==> config.mk <==
export PLATFORM = sky130hd
export DESIGN_NAME = frame_time_sync
export DESIGN_NICKNAME = d
export VERILOG_FILES = /design/src/rtl/frame_time_sync.sv
export SDC_FILE = /design/constraint.sdc
export NUM_CORES = 1
export LEC_CHECK = 0
export ABC_AREA = 1
export BUFFER_PORTS_ARGS = -buffer_cell sky130_fd_sc_hd__buf_2
export CORE_ASPECT_RATIO = 0.5
export CORE_MARGIN = 2
export CORE_UTILIZATION = 54
export DETAILED_ROUTE_END_ITERATION = 10
export GPL_ROUTABILITY_DRIVEN = 0
export PLACE_DENSITY = 0.76
export SKIP_CTS_REPAIR_TIMING = 1
export SYNTH_ARGS = -nofsm -noshare
export SYNTH_HDL_FRONTEND = slang
export SYNTH_SLANG_ARGS = --single-unit
==> constraint.sdc <==
create_clock -name vgaclk -period 2.8 [get_ports vgaclk]
set_input_delay 0.56 -clock vgaclk [delete_from_list [all_inputs] [get_ports vgaclk]]
set_output_delay 0.56 -clock vgaclk [all_outputs]
set_load 0.005 [all_outputs]
==> src/rtl/frame_time_sync.sv <==
// frame_time_sync
//   Keeps a local time of day that is resynchronised from frames delivered by
//   an SPI receiver. The clock-hand positions for the VGA clock face are
//   re-latched once per video frame, on the vsync falling edge, so they never
//   change while a frame is being drawn.
//
// Ports
//   vgaclk       in   pixel clock, the only clock
//   reset        in   synchronous, active-high reset
//   frame_valid  in   one-cycle strobe: hour_in/minute_in/second_in are valid
//   hour_in      in   [4:0] hour 0..23
//   minute_in    in   [5:0] minute 0..59
//   second_in    in   [5:0] second 0..59
//   vsync        in   active-low vertical sync
//   sec_out      out  [5:0] second-hand tick position 0..59
//   min_out      out  [5:0] minute-hand tick position 0..59
//   hr_tick      out  [5:0] hour-hand tick position 0..59
//   time_ok      out  set once the first received frame has been displayed
//   bad_frame    out  sticky: an out-of-range frame was received
//   frame_done   out  one-cycle strobe when the hand outputs update
module frame_time_sync #(
  parameter int TICK_DIV = 25175000
) (
  input  logic       vgaclk,
  input  logic       reset,
  input  logic       frame_valid,
  input  logic [4:0] hour_in,
  input  logic [5:0] minute_in,
  input  logic [5:0] second_in,
  input  logic       vsync,
  output logic [5:0] sec_out,
  output logic [5:0] min_out,
  output logic [5:0] hr_tick,
  output logic       time_ok,
  output logic       bad_frame,
  output logic       frame_done
);

  localparam int PW = $clog2(TICK_DIV);
  localparam logic [PW-1:0] PRESC_MAX = PW'(TICK_DIV - 1);

  typedef enum logic [1:0] {IDLE, SNAP, DIV, COMMIT} state_t;

  state_t     state, state_nxt;

  logic       vsync_q;
  logic       vs_fall;
  logic       frame_ok;
  logic       tick;

  logic [4:0] pend_h, wrk_h, snap_h;
  logic [5:0] pend_m, wrk_m, snap_m;
  logic [5:0] pend_s, wrk_s, snap_s;
  logic       pend_valid;
  logic       snap_pend;

  logic [PW-1:0] presc;
  logic [5:0]    rem;
  logic [2:0]    q;

  function automatic logic [5:0] inc60(input logic [5:0] v);
    return (v == 6'd59) ? 6'd0 : v + 6'd1;
  endfunction

  function automatic logic [4:0] inc24(input logic [4:0] v);
    return (v == 5'd23) ? 5'd0 : v + 5'd1;
  endfunction

  // Hour hand base position: (h mod 12) * 5; h is always below 24.
  function automatic logic [5:0] hour_base(input logic [4:0] h);
    logic [4:0] h12;
    h12 = (h >= 5'd12) ? h - 5'd12 : h;
    return 6'(h12) * 6'd5;
  endfunction

  assign vs_fall  = vsync_q & ~vsync;
  assign frame_ok = (hour_in < 5'd24) && (minute_in < 6'd60) && (second_in < 6'd60);
  assign tick     = time_ok && (presc == PRESC_MAX);

  always_ff @(posedge vgaclk) begin
    if (reset) state <= IDLE;
    else       state <= state_nxt;
  end

  always_comb begin
    state_nxt = state;
    case (state)
      IDLE:    if (vs_fall) state_nxt = SNAP;
      SNAP:    state_nxt = DIV;
      DIV:     if (rem < 6'd12) state_nxt = COMMIT;
      COMMIT:  state_nxt = IDLE;
      default: state_nxt = IDLE;
    endcase
  end

  // Later assignments in this block intentionally override earlier ones:
  // a pending load in SNAP beats a tick, and a new valid frame in SNAP
  // re-sets pend_valid after SNAP cleared it.
  always_ff @(posedge vgaclk) begin
    if (reset) begin
      vsync_q    <= 1'b1;
      sec_out    <= '0;
      min_out    <= '0;
      hr_tick    <= '0;
      time_ok    <= 1'b0;
      bad_frame  <= 1'b0;
      frame_done <= 1'b0;
      pend_valid <= 1'b0;
      pend_h     <= '0;
      pend_m     <= '0;
      pend_s     <= '0;
      wrk_h      <= '0;
      wrk_m      <= '0;
      wrk_s      <= '0;
      snap_h     <= '0;
      snap_m     <= '0;
      snap_s     <= '0;
      snap_pend  <= 1'b0;
      presc      <= '0;
      rem        <= '0;
      q          <= '0;
    end else begin
      vsync_q    <= vsync;
      frame_done <= 1'b0;

      // one-second prescaler and free-running working time
      if (time_ok) presc <= tick ? '0 : presc + PW'(1);
      if (tick) begin
        wrk_s <= inc60(wrk_s);
        if (wrk_s == 6'd59) begin
          wrk_m <= inc60(wrk_m);
          if (wrk_m == 6'd59) wrk_h <= inc24(wrk_h);
        end
      end

      case (state)
        SNAP: begin
          if (pend_valid) begin
            wrk_h      <= pend_h;
            wrk_m      <= pend_m;
            wrk_s      <= pend_s;
            snap_h     <= pend_h;
            snap_m     <= pend_m;
            snap_s     <= pend_s;
            rem        <= pend_m;
            presc      <= '0;
            pend_valid <= 1'b0;
            snap_pend  <= 1'b1;
          end else begin
            snap_h     <= wrk_h;
            snap_m     <= wrk_m;
            snap_s     <= wrk_s;
            rem        <= wrk_m;
            snap_pend  <= 1'b0;
          end
          q <= '0;
        end
        // minute / 12 by repeated subtraction gives the hour-hand sub-step
        DIV: begin
          if (rem >= 6'd12) begin
            rem <= rem - 6'd12;
            q   <= q + 3'd1;
          end
        end
        COMMIT: begin
          sec_out    <= snap_s;
          min_out    <= snap_m;
          hr_tick    <= hour_base(snap_h) + 6'(q);
          frame_done <= 1'b1;
          if (snap_pend) time_ok <= 1'b1;
        end
        default: ;
      endcase

      if (frame_valid) begin
        if (frame_ok) begin
          pend_h     <= hour_in;
          pend_m     <= minute_in;
          pend_s     <= second_in;
          pend_valid <= 1'b1;
        end else begin
          bad_frame  <= 1'b1;
        end
      end
    end
  end

endmodule

### After elaboration in Yosys (flattened, before gate mapping)

Cells that the tools add are included.

* latch bits: 0
* RAM bits: 0
* memories: 0
* logic and storage cells: 95
* register bits after elaboration: 111
* ROM bits: 0

* multipliers: 1
* add/subtract/negate cells: 8
* reductions and logical operators: 10
* multiplexer cells: 35
* eq/ne operators: 10
* bitwise operators: 3
* div/mod/pow operators: 0
* shift-type cells: 0
* magnitude comparators: 6

Operator list (count)
* 25-bit two-way mux: 4
* 6-bit two-way mux: 12
* 5-bit two-way mux: 8
* 25-bit by 1-bit adder with 25-bit output (second input constant): 1
* 25-bit equality test (second input constant): 1
* 6-bit by 1-bit adder with 6-bit output (second input constant): 2
* 6-bit equality test (second input constant): 2
* 6-bit less-than comparator (second input constant): 2
* 6-bit one-hot mux with 2 select lines: 1
* 2-bit AND reduction: 5
* 2-bit one-hot mux with 4 select lines: 1
* 6-bit by 3-bit adder with 6-bit output: 1
* 6-bit by 4-bit >= comparator with 1-bit output (second input constant): 1
* 6-bit by 4-bit less-than comparator with 1-bit output (second input constant): 1
* 5-bit by 3-bit multiplier with 6-bit output (second input constant): 1
* 2-bit inequality test (second input constant): 3
* 3-bit one-hot mux with 2 select lines: 1
* 6-bit by 4-bit subtractor with 6-bit output (second input constant): 1
* 5-bit by 1-bit adder with 5-bit output (second input constant): 1
* 5-bit equality test (second input constant): 1
* 5-bit by 4-bit >= comparator with 1-bit output (second input constant): 1
* 5-bit less-than comparator (second input constant): 1
* 1-bit two-way mux: 5
* 5-bit by 4-bit subtractor with 5-bit output (second input constant): 1
* other kinds (10): 15

### Logic depth before layout (Yosys ltp)

Gate-level depths: netlist of run 1.

* depth in word-level cells: 7
* gate-level depth with buffers: 17
* gate-level depth less buffers: 17

### Worst setup path before layout of run 1

Ideal clock, no wire load.

* path kind: register to register
* from: register snap_h[3]
* to: register hr_tick[5]
* slack: 0.082 ns
* setup time: 0.109 ns
* arrival time: 2.609 ns
* cell stages (with the launch flop): 18
* path through: dfxtp_1 > ha_1 > nand2_1 > nand3_1 > xor2_1 > xor2_1 > inv_1 > ha_1 > fa_1 > a21o_1 > a21oi_1 > inv_1 > nand3_1 > nand2_1 > nand2_1 > nand3_1 > nand2_1 > inv_1

* cells in the longest elaborated chain, start to end: 4

RTL lines
* start, declared: RTL line 51 `logic [4:0] pend_h, wrk_h, snap_h;`
* start signal, assigned: RTL line 142 `snap_h <= pend_h;`
* start signal, assigned: RTL line 150 `snap_h <= wrk_h;`
* 5-bit by 4-bit subtractor with 5-bit output / 5-bit by 4-bit >= comparator with 1-bit output (equally long branches): RTL line 72 `h12 = (h >= 5'd12) ? h - 5'd12 : h;`
* 5-bit two-way mux *: RTL line 72
* 5-bit by 3-bit multiplier with 6-bit output *: RTL line 73 `return 6'(h12) * 6'd5;`
* 6-bit by 3-bit adder with 6-bit output *: RTL line 168 `hr_tick <= hour_base(snap_h) + 6'(q);`
* end signal, assigned: RTL line 168
* end, declared: RTL line 33 `output logic [5:0] hr_tick,`

Mark *: on every way between the ends. The rest lies on a longest branch, timed or not.
A chain may end at the register's enable or synchronous reset.

### Final worst setup path of run 1

Same ends and word-level chain as after synthesis.

==> results of run 1 <==
==> logic make-up (layout without fill, tap and decap cells) <==
group | after synthesis | count (layout) | synth area share
AND/OR/NAND/NOR | 305 | 305 | 0.253
AO/OA/AOI/OAI | 190 | 190 | 0.184
buffers and inverters | 161 | 202 | 0.110
flip-flops | 109 | 109 | 0.386
adder cells (fa/ha/maj) | 23 | 23 | 0.0522
XOR/XNOR | 9 | 9 | 0.0139
==> worst paths after layout <==
path	start	slack [ns]	depth (start not counted)	end
worst max-delay path	snap_h[3]	0.19	17	hr_tick[5]
worst min-delay path	vsync	0.39	3	vsync_q
worst max register to register	snap_h[3]	0.19	17	hr_tick[5]
worst min register to register	pend_s[4]	0.46	2	pend_s[4]
==> metal layers <==
layer,track usage,share of wire,vias up
li1,-,-,2679
met3,0.0485,0.052,15
met2,0.375,0.45,122
met1,0.334,0.49,2353
met5,0,0,-
met4,0.0648,0.013,0
==> placed cells by master, fill, tap and decap left out, drive strengths merged, types with 2 or more instances in the layout <==
| master | netlist | routed |
|---|---|---|
| a31oi | 5 | 5 |
| nor4 | 3 | 3 |
| a21oi | 77 | 77 |
| xor2 | 9 | 9 |
| nand2 | 132 | 132 |
| inv | 134 | 138 |
| o21a | 4 | 4 |
| nand4 | 14 | 14 |
| clkbuf | 19 | 10 |
| o21bai | 2 | 2 |
| a211oi | 3 | 3 |
| o22ai | 7 | 7 |
| o211ai | 2 | 2 |
| o221ai | 7 | 7 |
| buf | 8 | 52 |
| nand3 | 45 | 45 |
| o21ai | 76 | 76 |
| ha | 22 | 22 |
| a21o | 2 | 2 |
| dfxtp | 109 | 109 |
| a21boi | 2 | 2 |
| nor2 | 93 | 93 |
| nor3 | 15 | 15 |
==> state kept, by name (all words and copies together), names as in the netlist, 2 cells and up <==
name	count
sec_out	6
rem	4
presc	25
hr_tick	6
pend_h	5
snap_s	6
q	3
pend_s	6
wrk_h	5
min_out	6
wrk_m	6
pend_m	6
snap_m	6
snap_h	5
wrk_s	6
state	2
==> area by class of cell <==
type                       instances  area (sq um)
fill                             938          3830
multi-input combinational        527          2910
sequential                       109          2180
inverter                         134           503
timing repair buffer              52           288
clock buffer                      10           239
tap                              140           175
clock inverter                     6          52.6
==> power groups by stage <==
stage	clock network [W]	registers, W	logic (W)
4_1_cts	0.00129	0.00186	0.000812
2_1_floorplan	0	0.00187	0.000564
3_3_place_gp	0	0.00189	0.000788
6_report	0.00128	0.00186	0.000828
5_1_grt	0.00136	0.00189	0.000949
3_5_place_dp	0	0.00190	0.000809
==> tightest hold or removal path, stage by stage <==
cell,delay [ns]
buf_2,0.08
inv_1,0.04
nand2_1,0.04
==> metrics by stage <==
stage | utilization | hold WS (ns) | total power (W) | setup TNS, ns | instances
floorplan | - | 0.423 | 0.00244 | 0 | 797
detailed placement | 0.589 | 0.445 | 0.00270 | 0 | 962
global route | 0.624 | 0.402 | 0.00420 | -0.0147 | 978
finish | 0.624 | 0.387 | 0.00397 | 0 | 978
global placement | 0.589 | 0.441 | 0.00268 | 0 | 962
CTS | 0.617 | 0.378 | 0.00397 | -0.0856 | 978
==> reports/metrics.cfg, run 1 <==
[outcome]
status = complete, no violations

[routing]
drt_first_pass_iters = 6
drt_wl_total_mm = 13.1
postRouteAntennaNets = 0
wl_per_cell_um = 13.4
drt_iter0_markers = 385
viasPerCell = 5.29
vias = 5169
drc = 0

[yosys]
ys_warn_count = 0
synth_cells = 797
synth_seq_cells = 109
async_flop_share = 0
synth_top_cell_area_share = 0.386
synth_cell_types = 43
syn-cell-area_sq_mm = 0.00565
synthTopCellsByArea = dfxtp_1 39%, inv_1 8.6%, nand2_1 8.2%
syn_avg_cell_area_sq_um = 7.09
syn-num-nets = 841
ys.flop_type = dfxtp_1
synth_edf_count = 0
synth-seq-area-share = 0.386
ys_top_cells_by_count = 129 x inv_1, 123 x nand2_1, 109 x dfxtp_1, 80 x nor2_1, 76 x a21oi_1
synth.most_common_cell = inv_1
yosysTopAreaCell = dfxtp_1

[worst_setup_path]
cpPeakStageDelay_ns = 0.40
cp_top_family = adder cells
arrival_ns = 2.87
start_kind = flip-flop
critPathBufInv = 3
worstSetupEndpointType = flip-flop
setup.worst_path.class = flip-flop to flip-flop
cp_max_fo = 4
crit_path_top_delay_cell = fa_2
cp.required_ns = 3.06
crit_chain = ha_2, nand2_2, nand3_4, xor2_2, xor2_1, inv_1, ha_4, fa_2, a21o_1, a21oi_2, inv_1, nand3_2, nand2_1, nand2_1, nand3_1, nand2_1, inv_1

[power_and_ir_drop]
p_leak_nw = 2.91
power_switching_w = 0.00128
p_per_area_mw_per_mm2 = 625
peakVddDrop_mv = 0.299
combinationalPowerShare = 0.209
pwr-share-seq = 0.470
p_int_w = 0.00269
sw_frac_of_total = 0.322
clock_power_share = 0.322

[timing]
period_needed_ns = 2.61
relSlewSlack = 0.647
slew_viol_final = 0
setup_ws_ns = 0.194
worst_slew_pin_slew_ns = 0.523
setup-violations-final = 0
fin_crit_sh = 0.931
hold_violations = 0
fmax_mhz = 384
finalClockSkew_ns = 0.0123

[hold_path]
hp-class = primary input to flip-flop

[run]
drv_cap = 0

[cells_and_area]
nNetsFinal = 877
stdcell_area_sq_mm = 0.00635
drive_gt1_frac = 0.140
area_growth_pct = 12.4
antennaDiodeCount = 0

[cts]
cts_buffers = 9
clockBufferDepth = 2
cts_tree = built
clkTransAtPathRegs_ns = 0.08
htreeDepth = 3
clock-sinks = 109
cts_root_buffer = clkbuf_16
clock_latency_ns = 0.35

[global_route]
grt_pass1_wl_mm = 21.8
grt_pass1_vias = 4646
grt_max_degree = 49
antenna_found_initial = 0
grt_use_total = 0.238
grt.overflow.total = 0

[die]
dieArea_sq_mm = 0.0114
ioPinCount = 42
initial_core_util = 0.555
core_area_sq_mm = 0.0102
fp.dieH_um = 76.4
rows = 26
die_w_um = 149

[placed_design]
port_buffers = 41
dpl_cell_area_sq_mm = 0.00600
dpl.hpwl_mm = 9.40
dp_slack_ns = 0.00361

Power figures use the tool's default switching activity.
==> run 2: changes to the inputs <==
--- a/config.mk
+++ b/config.mk
@@ -9,10 +9,9 @@
 export BUFFER_PORTS_ARGS = -buffer_cell sky130_fd_sc_hd__buf_2
 export CORE_ASPECT_RATIO = 0.5
 export CORE_MARGIN = 2
-export CORE_UTILIZATION = 54
+export CORE_UTILIZATION = 45
 export DETAILED_ROUTE_END_ITERATION = 10
 export GPL_ROUTABILITY_DRIVEN = 0
-export PLACE_DENSITY = 0.76
 export SKIP_CTS_REPAIR_TIMING = 1
 export SYNTH_ARGS = -nofsm -noshare
 export SYNTH_HDL_FRONTEND = slang
==> run 2 against run 1 <==
Against the previous run: clock power grew 6%; sequential power about the same; combinational power grew 1%; maximum frequency decreased by 2.4%; critical path depth stayed put; final cell count increased by 3.2%; largest cell class unchanged; largest power group unchanged.
==> reports/metrics.cfg, run 2 (same netlist as run 1, synthesis figures left out) <==
[worst_setup_path]
cp_max_fo = 3  ; -1
r2r_cells = 17  ; unchanged
cp.depth = 17  ; unchanged
critPathBufInv = 3  ; unchanged
cp_top_family = adder cells
cpPeakStageDelay_ns = 0.39  ; about the same
cp.required_ns = 3.06  ; about the same
crit_chain = ha_1, nand2_1, nand3_2, xor2_2, xor2_1, inv_1, ha_4, fa_2, a21o_1, a21oi_2, inv_1, nand3_1, nand2_1, nand2_1, nand3_1, nand2_1, inv_1
setup.worst_path.class = flip-flop to flip-flop
start_kind = flip-flop
crit_path_top_delay_cell = fa_2
worstSetupEndpointType = flip-flop
arrival_ns = 2.93  ; +0.06 ns
crit_top_cell = nand2_1

[timing]
fmax_mhz = 374  ; -2.4%
hold_ws_ns = 0.385  ; -0.00253 ns
slew_viol_final = 0  ; unchanged
fin_crit_sh = 0.954  ; +0.0234
worst_slew_pin_slew_ns = 0.700  ; +0.176 ns
setup-violations-final = 0  ; unchanged
hold_violations = 0  ; unchanged
relSlewSlack = 0.529  ; -0.119
finalClockSkew_ns = 0.0126  ; +0.000348 ns
period_needed_ns = 2.67  ; +0.0654 ns

[routing]
drt_first_pass_iters = 5  ; -1
viasPerCell = 5.11  ; -3.2%
postRouteAntennaNets = 0  ; unchanged
drt_iter0_markers = 288  ; -25%
drc = 0  ; unchanged
wl_per_cell_um = 13.5  ; +1.1%
vias = 5161  ; -0.15%
drt_wl_total_mm = 13.6  ; +4.3%

[cells_and_area]
regMostFlops = presc
drive_gt1_frac = 0.140  ; +0.000192
final_cell_mix = 129 x inv_1, 123 x nand2_1, 109 x dfxtp_1, 80 x nor2_1, 75 x a21oi_1
area_growth_pct = 13.8
nNetsFinal = 883  ; +0.68%
stdcell_area_sq_mm = 0.00643  ; +1.3%
mostFrequentLayoutCell = inv_1
antennaDiodeCount = 0  ; unchanged
largest_reg_flops = 25  ; unchanged

[cts]
clock-sinks = 109  ; unchanged
cts_buffers = 9  ; unchanged
htreeDepth = 3  ; unchanged
cts_root_buffer = clkbuf_16
clockBufferDepth = 2  ; unchanged
cts_tree = built
clock_latency_ns = 0.35  ; about the same
clkTransAtPathRegs_ns = 0.08  ; about the same

[power_and_ir_drop]
sw_frac_of_total = 0.313  ; -0.00872
p_int_w = 0.00279  ; +3.5%
p_leak_nw = 2.95  ; +1.3%
clock_power_share = 0.335  ; +0.013
power.total_w = 0.00406  ; +2.2%
combinationalPowerShare = 0.207  ; -0.002
pwr-share-seq = 0.459  ; -0.011
power_switching_w = 0.00127  ; -0.54%
peakVddDrop_mv = 0.354  ; +18%
p_per_area_mw_per_mm2 = 631  ; +0.96%

[die]
dieArea_sq_mm = 0.0135  ; +19%
ioPinCount = 42  ; unchanged
rows = 28  ; +7.7%
core_area_sq_mm = 0.0120  ; +18%
fp.dieH_um = 83.3  ; +9.0%
initial_core_util = 0.470  ; -0.0847
die_w_um = 163  ; +9.3%

[placed_design]
dpl_cell_area_sq_mm = 0.00606  ; +1.1%
port_buffers = 41  ; unchanged
dpl.hpwl_mm = 10.1  ; +7.6%

[run]
drv_cap = 0  ; unchanged

[global_route]
grt_max_degree = 33  ; -33%
grt_use_total = 0.212  ; -0.0257
grt_pass1_vias = 4731  ; +1.8%
antenna_found_initial = 0  ; unchanged
grt.overflow.total = 0  ; unchanged
grt_pass1_wl_mm = 23.3  ; +6.8%

[hold_path]
hp-class = primary input to flip-flop
hold_depth = 3  ; unchanged

[outcome]
status = complete, no violations

run 2: final timing paths:
kind | start | end | slack [ns]
worst min register to register | snap_s[1] | sec_out[1] | 0.46
worst max-delay path | snap_h[2] | hr_tick[5] | 0.13
worst min-delay path | vsync | vsync_q | 0.38
worst max register to register | snap_h[2] | hr_tick[5] | 0.13
run 2: cell type report:
| class | count | area, sq um |
|---|---|---|
| clock buffers | 10 | 239 |
| repair buffers | 58 | 333 |
| flip-flops and latches | 109 | 2180 |
| clock inverters | 6 | 77.6 |
| fillers | 1195 | 5580 |
| well taps | 165 | 206 |
| inverters | 134 | 503 |
| multi-input cells | 527 | 2890 |
run 2: metal layers:
layer / share of wire / routed length (um) / vias up / global-route usage
met1: 0.52 / 7070 / 2387 / 0.311
met4: 0.0053 / 72 / 0 / 0.0418
met2: 0.44 / 5960 / 89 / 0.322
li1: - / - / 2679 / -
met5: 0 / 0 / - / 0
met3: 0.039 / 526 / 6 / 0.0430
run 2: power groups by stage:
stage | sequential (W) | clock (W) | combinational [W]
after floorplan | 0.00187 | 0 | 0.000564
after global placement | 0.00189 | 0 | 0.000813
after detailed placement | 0.00190 | 0 | 0.000827
after CTS | 0.00186 | 0.00140 | 0.000830
after global routing | 0.00189 | 0.00146 | 0.000973
final | 0.00186 | 0.00136 | 0.000838
run 2: through the flow:
step                      setup WS [ns]  std cells   util  setup TNS (ns)
after global placement           0.0488        992  0.505               0
after global routing            -0.0351       1009  0.535         -0.0351
after detailed placement        -0.0160        992  0.505         -0.0160
after floorplan                  0.0823        797      -               0
final                             0.129       1009  0.535               0
after CTS                       -0.0459       1008  0.531         -0.0459
run 2: tightest hold or removal path: stages:
cell     delay, ns
buf_2         0.07
inv_1         0.04
nand2_1       0.04
